**src/rtl/wb_stage_if.sv**
```systemverilog
// MEM->WB boundary bundle: memory-stage results in, register-file write port and
// forwarding taps out. wb_stage connects to the slave modport.
interface wb_stage_if #(
  parameter int XLEN = 32
);
  // MEM stage -> WB stage
  logic            mem_valid;
  logic            mem_reg_we;
  logic [4:0]      mem_rd_addr;
  logic [1:0]      mem_wb_sel;
  logic [XLEN-1:0] mem_alu_result;
  logic [XLEN-1:0] mem_load_data;
  logic [1:0]      mem_load_size;
  logic            mem_load_unsigned;
  logic [XLEN-1:0] mem_pc_plus4;

  // WB stage -> register file / hazard unit
  logic            reg_we;
  logic [4:0]      reg_addr;
  logic [XLEN-1:0] reg_wdata;
  logic            wb_valid;
  logic            wb_fwd_we;
  logic [4:0]      wb_fwd_addr;
  logic [XLEN-1:0] wb_fwd_data;

  modport master (
    output mem_valid, mem_reg_we, mem_rd_addr, mem_wb_sel, mem_alu_result,
           mem_load_data, mem_load_size, mem_load_unsigned, mem_pc_plus4,
    input  reg_we, reg_addr, reg_wdata, wb_valid, wb_fwd_we, wb_fwd_addr, wb_fwd_data
  );

  modport slave (
    input  mem_valid, mem_reg_we, mem_rd_addr, mem_wb_sel, mem_alu_result,
           mem_load_data, mem_load_size, mem_load_unsigned, mem_pc_plus4,
    output reg_we, reg_addr, reg_wdata, wb_valid, wb_fwd_we, wb_fwd_addr, wb_fwd_data
  );
endinterface

```
**src/rtl/wb_stage.sv**
```systemverilog
// MEM/WB pipeline register and write-back stage: load formatting, write-back mux,
// register-file write port and forwarding taps. Optional retire counter: WB_RETIRE_CNT_EN.
module wb_stage #(
  parameter int XLEN     = 32,
  parameter int RETIRE_W = 32
) (
  input  logic                clk,
  input  logic                reset_n,
  input  logic                stall,
  input  logic                flush,
  wb_stage_if.slave           bus
`ifdef WB_RETIRE_CNT_EN
  ,
  output logic [RETIRE_W-1:0] retire_cnt
`endif
);

  typedef enum logic [1:0] {
    SEL_ALU  = 2'b00,
    SEL_LOAD = 2'b01,
    SEL_PC4  = 2'b10,
    SEL_RSVD = 2'b11
  } wb_sel_e;

  typedef enum logic [1:0] {
    SIZE_BYTE = 2'b00,
    SIZE_HALF = 2'b01,
    SIZE_WORD = 2'b10,
    SIZE_RSVD = 2'b11
  } load_size_e;

  logic            valid_q;
  logic            reg_we_q;
  logic [4:0]      rd_q;
  wb_sel_e         sel_q;
  logic [XLEN-1:0] alu_q;
  logic [XLEN-1:0] load_data_q;
  load_size_e      size_q;
  logic            unsigned_q;
  logic [XLEN-1:0] pc4_q;
  logic            done_q;

  logic [7:0]      byte_lane;
  logic [15:0]     half_lane;
  logic [XLEN-1:0] load_fmt;
  logic [XLEN-1:0] wb_data;
  logic            writes_rd;

  // done marks an instruction that already spent one cycle in WB while stalled.
  // Setting it on any resident instruction (not only writing ones) leaves reg_we
  // unchanged and makes the retire counter count stalled instructions once.
  always_ff @(posedge clk or negedge reset_n) begin
    if (!reset_n) begin
      valid_q     <= 1'b0;
      reg_we_q    <= 1'b0;
      rd_q        <= '0;
      sel_q       <= SEL_ALU;
      alu_q       <= '0;
      load_data_q <= '0;
      size_q      <= SIZE_BYTE;
      unsigned_q  <= 1'b0;
      pc4_q       <= '0;
      done_q      <= 1'b0;
    end else if (flush) begin
      valid_q <= 1'b0;
      done_q  <= 1'b0;
    end else if (stall) begin
      done_q <= done_q | valid_q;
    end else begin
      valid_q     <= bus.mem_valid;
      reg_we_q    <= bus.mem_reg_we;
      rd_q        <= bus.mem_rd_addr;
      sel_q       <= wb_sel_e'(bus.mem_wb_sel);
      alu_q       <= bus.mem_alu_result;
      load_data_q <= bus.mem_load_data;
      size_q      <= load_size_e'(bus.mem_load_size);
      unsigned_q  <= bus.mem_load_unsigned;
      pc4_q       <= bus.mem_pc_plus4;
      done_q      <= 1'b0;
    end
  end

  always_comb begin
    byte_lane = '0;
    case (alu_q[1:0])
      2'd0:    byte_lane = load_data_q[7:0];
      2'd1:    byte_lane = load_data_q[15:8];
      2'd2:    byte_lane = load_data_q[23:16];
      default: byte_lane = load_data_q[31:24];
    endcase
    half_lane = alu_q[1] ? load_data_q[31:16] : load_data_q[15:0];
  end

  always_comb begin
    load_fmt = load_data_q;
    case (size_q)
      SIZE_BYTE: load_fmt = unsigned_q ? {{(XLEN-8){1'b0}}, byte_lane}
                                       : {{(XLEN-8){byte_lane[7]}}, byte_lane};
      SIZE_HALF: load_fmt = unsigned_q ? {{(XLEN-16){1'b0}}, half_lane}
                                       : {{(XLEN-16){half_lane[15]}}, half_lane};
      default:   load_fmt = load_data_q;
    endcase
  end

  always_comb begin
    wb_data = alu_q;
    case (sel_q)
      SEL_LOAD: wb_data = load_fmt;
      SEL_PC4:  wb_data = pc4_q;
      default:  wb_data = alu_q;
    endcase
  end

  assign writes_rd = valid_q & reg_we_q & (rd_q != 5'd0);

  assign bus.wb_valid    = valid_q;
  assign bus.reg_we      = writes_rd & ~done_q;
  assign bus.reg_addr    = valid_q ? rd_q : 5'd0;
  assign bus.reg_wdata   = valid_q ? wb_data : '0;
  assign bus.wb_fwd_we   = writes_rd;
  assign bus.wb_fwd_addr = bus.reg_addr;
  assign bus.wb_fwd_data = bus.reg_wdata;

`ifdef WB_RETIRE_CNT_EN
  always_ff @(posedge clk or negedge reset_n) begin
    if (!reset_n) begin
      retire_cnt <= '0;
    end else if (valid_q && !done_q && !flush) begin
      retire_cnt <= retire_cnt + RETIRE_W'(1);
    end
  end
`endif

endmodule

```
**src/flat_wrapper.sv**
```systemverilog
// flat-port wrapper written by rule: the top's interface ports become plain ports
module wb_stage_flat 
#(
  parameter int XLEN     = 32,
  parameter int RETIRE_W = 32
)
  (clk, reset_n, stall, flush, bus_mem_valid, bus_mem_reg_we, bus_mem_rd_addr, bus_mem_wb_sel, bus_mem_alu_result, bus_mem_load_data, bus_mem_load_size, bus_mem_load_unsigned, bus_mem_pc_plus4, bus_reg_we, bus_reg_addr, bus_reg_wdata, bus_wb_valid, bus_wb_fwd_we, bus_wb_fwd_addr, bus_wb_fwd_data);
  wb_stage_if #(.XLEN(XLEN)) bus_i ();
  input  logic clk;
  input  logic reset_n;
  input  logic stall;
  input  logic flush;
  input wire logic [$bits(bus_i.mem_valid)-1:0] bus_mem_valid;
  input wire logic [$bits(bus_i.mem_reg_we)-1:0] bus_mem_reg_we;
  input wire logic [$bits(bus_i.mem_rd_addr)-1:0] bus_mem_rd_addr;
  input wire logic [$bits(bus_i.mem_wb_sel)-1:0] bus_mem_wb_sel;
  input wire logic [$bits(bus_i.mem_alu_result)-1:0] bus_mem_alu_result;
  input wire logic [$bits(bus_i.mem_load_data)-1:0] bus_mem_load_data;
  input wire logic [$bits(bus_i.mem_load_size)-1:0] bus_mem_load_size;
  input wire logic [$bits(bus_i.mem_load_unsigned)-1:0] bus_mem_load_unsigned;
  input wire logic [$bits(bus_i.mem_pc_plus4)-1:0] bus_mem_pc_plus4;
  output wire logic [$bits(bus_i.reg_we)-1:0] bus_reg_we;
  output wire logic [$bits(bus_i.reg_addr)-1:0] bus_reg_addr;
  output wire logic [$bits(bus_i.reg_wdata)-1:0] bus_reg_wdata;
  output wire logic [$bits(bus_i.wb_valid)-1:0] bus_wb_valid;
  output wire logic [$bits(bus_i.wb_fwd_we)-1:0] bus_wb_fwd_we;
  output wire logic [$bits(bus_i.wb_fwd_addr)-1:0] bus_wb_fwd_addr;
  output wire logic [$bits(bus_i.wb_fwd_data)-1:0] bus_wb_fwd_data;
  assign bus_i.mem_valid = bus_mem_valid;
  assign bus_i.mem_reg_we = bus_mem_reg_we;
  assign bus_i.mem_rd_addr = bus_mem_rd_addr;
  assign bus_i.mem_wb_sel = bus_mem_wb_sel;
  assign bus_i.mem_alu_result = bus_mem_alu_result;
  assign bus_i.mem_load_data = bus_mem_load_data;
  assign bus_i.mem_load_size = bus_mem_load_size;
  assign bus_i.mem_load_unsigned = bus_mem_load_unsigned;
  assign bus_i.mem_pc_plus4 = bus_mem_pc_plus4;
  assign bus_reg_we = bus_i.reg_we;
  assign bus_reg_addr = bus_i.reg_addr;
  assign bus_reg_wdata = bus_i.reg_wdata;
  assign bus_wb_valid = bus_i.wb_valid;
  assign bus_wb_fwd_we = bus_i.wb_fwd_we;
  assign bus_wb_fwd_addr = bus_i.wb_fwd_addr;
  assign bus_wb_fwd_data = bus_i.wb_fwd_data;
  wb_stage #(.XLEN(XLEN), .RETIRE_W(RETIRE_W)) u_core (.clk(clk), .reset_n(reset_n), .stall(stall), .flush(flush), .bus(bus_i));
endmodule
```
**config.mk**
```make
export PLATFORM = sky130hd
export DESIGN_NAME = wb_stage_flat
export DESIGN_NICKNAME = d
export VERILOG_FILES = /design/src/rtl/wb_stage_if.sv /design/src/rtl/wb_stage.sv /design/src/flat_wrapper.sv
export SDC_FILE = /design/constraint.sdc
export NUM_CORES = 1
export LEC_CHECK = 0
export ABC_CLOCK_PERIOD_IN_PS = 2900
export CORE_ASPECT_RATIO = 1.1
export CORE_MARGIN = 5
export CORE_UTILIZATION = 30
export CTS_CLUSTER_SIZE = 25
export DETAILED_ROUTE_END_ITERATION = 16
export PLACE_DENSITY_LB_ADDON = 0.1
export SLEW_MARGIN = 20
export SYNTH_ARGS = -nofsm -noshare
export SYNTH_HDL_FRONTEND = slang
export SYNTH_SLANG_ARGS = --single-unit
export TNS_END_PERCENT = 100
```
**constraint.sdc**
```tcl
create_clock -name clk -period 2.9 [get_ports clk]
set_clock_uncertainty 0.15 [all_clocks]
set_input_delay 0.58 -clock clk [delete_from_list [all_inputs] [get_ports clk]]
set_output_delay 0.58 -clock clk [all_outputs]
set_load 0.01 [all_outputs]
```
==> summary.txt <==
run status -> complete, but fails checks
violations in the final reports -> negative setup slack
via count of the first global-routing pass -> 5184
I/O pin count -> 189
Synth area leader -> sky130_fd_sc_hd__dfrtp_1
total iterations of the first detailed-routing run -> 4
class of the tightest hold or removal check -> input port to async pin
number of input and output port buffers inserted -> 188
reg-to-reg critical path endpoint -> u_core.size_q[0]
clock insertion delay at the later pin of the skew report -> 0.35 ns
accumulated negative setup slack -> -0.5614 ns
clock root buffer -> sky130_fd_sc_hd__clkbuf_16
setup slack after layout -> -0.1138 ns
cell-by-cell listing of the critical path -> buf_6 -> or3_4 -> o221ai_2 -> buf_6 -> buf_6 -> a221oi_2 -> a211oi_2 -> buf_4 -> buf_6 -> buf_6
sequential element share of the synthesized area -> 47.89%
drt wl/cell -> 20.60 um
Fin. Hold Viols -> 0
DRC violation count after routing -> 0
DIE WIDTH -> 141.4 um
final count of pins violating max slew -> 0
final critical delay including setup and external delays -> 3.014 ns
FFs w/ async S/R, synth -> 100.0%
main area contributors after synthesis -> sky130_fd_sc_hd__dfrtp_1 (48%), sky130_fd_sc_hd__mux2_2 (22%), sky130_fd_sc_hd__buf_4 (5.1%)
most frequent cell on the critical path -> sky130_fd_sc_hd__buf_6
vias post-DR -> 4613
sort of element at the end of the critical path -> output port
portion of the clock cycle consumed by the worst path in the final layout -> 103.9%
RD Place Congestion -> 0.8173
initial drt markers -> 292
area share of the largest cell type after synthesis -> 47.89%
number of placement rows -> 52
Synth-to-Final Area Change -> 50.33%
count of flip-flops with a built-in enable after synthesis -> 0
post-synthesis area per instance -> 11.69 um^2
height of the chip -> 154.5 um
detailed placement HPWL -> 14020 um
number of antenna violations at the first check in global routing -> 0
RSZ-0062 raised after global routing -> yes
Post-CTS Hold Buffers -> 0
setup slack after placement -> -0.1728 ns
power density relative to cell area -> 549.3 nW/um^2
Total Routed Length -> 18910 um
Post-Synthesis Cells -> 487
Max rail drop VDD -> 0.3269 mV
core area -> 18540 um^2
final net count -> 786
maximum number of pins on one net before global-route repair -> 50
number of sinks driven by the clock tree -> 109
Worst Path Max Fanout -> 6
Max Clk Rate -> 331.8 MHz
most common cell after layout, fill and taps aside -> sky130_fd_sc_hd__clkdlybuf4s50_1
worst reg2reg startpoint -> u_core.size_q[0]
yosys warns -> 0
arrival time worst endpoint -> 2.28 ns
max-cap viol count -> 0
leading register cell type out of synthesis -> sky130_fd_sc_hd__dfrtp_1
die area -> 21840 um^2
clock slew seen by the registers of the worst setup and hold paths -> 0.07 ns
worst-path cell with the longest stage delay -> sky130_fd_sc_hd__dfrtp_1
kind of start point of the critical path -> flop
CP delay by family, top -> buffers and inverters
Data required, critical path -> 2.17 ns
deepest clock path buffer count -> 2
path type of the worst setup path -> flop to output port
Register-to-Register Path Depth -> 3
residual antenna-violating net count after detailed routing -> 0
GRT Overall Usage -> 17.40%
first element of the critical path -> u_core.alu_q[1]
Netlist Area Pre-Place -> 5695 um^2
final setup violating endpoints -> 10
most used cells in the layout excluding fill and tap cells -> sky130_fd_sc_hd__clkdlybuf4s50_1 (123), sky130_fd_sc_hd__mux2_2 (108), sky130_fd_sc_hd__dfrtp_1 (108)
residual overflow from global routing -> 0
syn_nets -> 601
Leak Pwr -> 3.419 nW
worst reg2reg setup slack -> 1.59 ns
Antenna Cells -> 0
starting density of the core -> 30.72%
final core utilization -> 46.17%
wire length of the first global-routing pass -> 29430 um
via count normalized by instance count -> 5.025
count of different cell masters after synthesis -> 40
CTS buffer count -> 9
Bufs and invs on worst path -> 6
Largest stage delay, worst path -> 0.43 ns
transition time of the tightest slew-check pin -> 0.7175 ns
layout cells sized above 1 -> 46.07%
count of state elements after synthesis -> 109
number of H-tree levels -> 3
TritonCTS clock tree -> done
worst rel slew slack -> 52.17%
==> registers in the layout, indices dropped and copies added (netlist names) <==
name and cells:
u_core.alu_q 32, u_core.bus.wb_valid 1, u_core.done_q 1, u_core.load_data_q 32
u_core.pc4_q 32, u_core.rd_q 5, u_core.reg_we_q 1, u_core.sel_q 2
u_core.size_q 2, u_core.unsigned_q 1
==> worst max-delay path by stage <==
stage / slack (ns) / end / cells after the start
2_1_floorplan: 0.29 / bus_wb_fwd_data[10] / 8
3_3_place_gp: -0.18 / bus_reg_wdata[9] / 7
3_5_place_dp: -0.17 / bus_reg_wdata[8] / 7
4_1_cts: -0.13 / bus_reg_wdata[14] / 10
5_1_grt: -0.19 / bus_reg_wdata[14] / 10
6_report: -0.11 / bus_reg_wdata[14] / 10
==> per-stage QoR <==
step	cells	hold WS (ns)	area, um^2	power, mW
global placement	891	0.3347	7908	3.274
finish	918	0.1314	8562	4.703
global route	918	0.1792	8562	4.957
floorplan	487	0.1344	5695	2.619
detailed placement	891	0.3438	7908	3.294
CTS	917	0.1423	8412	4.666
==> synth_stat cells (7+ instances only) <==
cell and count:
sky130_fd_sc_hd__dfrtp_1 109, sky130_fd_sc_hd__mux2_2 109, sky130_fd_sc_hd__o21ai_0 44, sky130_fd_sc_hd__buf_4 39
sky130_fd_sc_hd__a21oi_1 30, sky130_fd_sc_hd__a221oi_1 23, sky130_fd_sc_hd__clkbuf_1 22, sky130_fd_sc_hd__a211oi_1 14
sky130_fd_sc_hd__buf_2 12, sky130_fd_sc_hd__a21oi_2 10, sky130_fd_sc_hd__or3_1 8, sky130_fd_sc_hd__nand2_1 7
==> repair_timing <==
item | in CTS | in global routing
setup endpoints to repair | 64 | 63
resized for setup | 313 | 60
cloned | 1 | 1
buffers inserted | 11 | 2
pin swaps | 16 | 20
==> final cells by class <==
| cell class | count | area (um^2) |
|---|---|---|
| clock buffer | 9 | 225.2 |
| clock inverter | 5 | 62.56 |
| fill | 1696 | 9981 |
| inverter | 7 | 26.28 |
| multi-input combinational | 295 | 2868 |
| sequential | 109 | 2729 |
| tap | 243 | 304.0 |
| timing repair buffer | 250 | 2347 |
==> logic make-up (layout without fill, tap and decap cells) <==
kind of cell | count (synthesis) | in the layout | synth area share, %
AO/OA/AOI/OAI | 138 | 138 | 16.34
adder cells (fa/ha/maj) | 2 | 2 | 0.4393
buffers and inverters | 83 | 271 | 8.568
flip-flops | 109 | 109 | 47.89
multiplexers | 115 | 115 | 22.61
AND/OR/NAND/NOR | 40 | 40 | 4.152
==> power by group <==
part / total [mW] / switching (mW) / internal (mW)
registers: 1.94 / 0.196 / 1.74
logic: 1.53 / 0.717 / 0.810
clock network: 1.24 / 0.574 / 0.666
==> metal layers <==
layer | up-vias | part of all wire [%] | GRT usage, %
met1 | 2262 | 44 | 22.77
li1 | 2153 | - | -
met2 | 172 | 48 | 28.35
met5 | - | 0 | 0
met4 | 0 | 2.4 | 6.627
met3 | 26 | 6.0 | 3.582
Note: power is estimated with default switching activity, not from simulation.
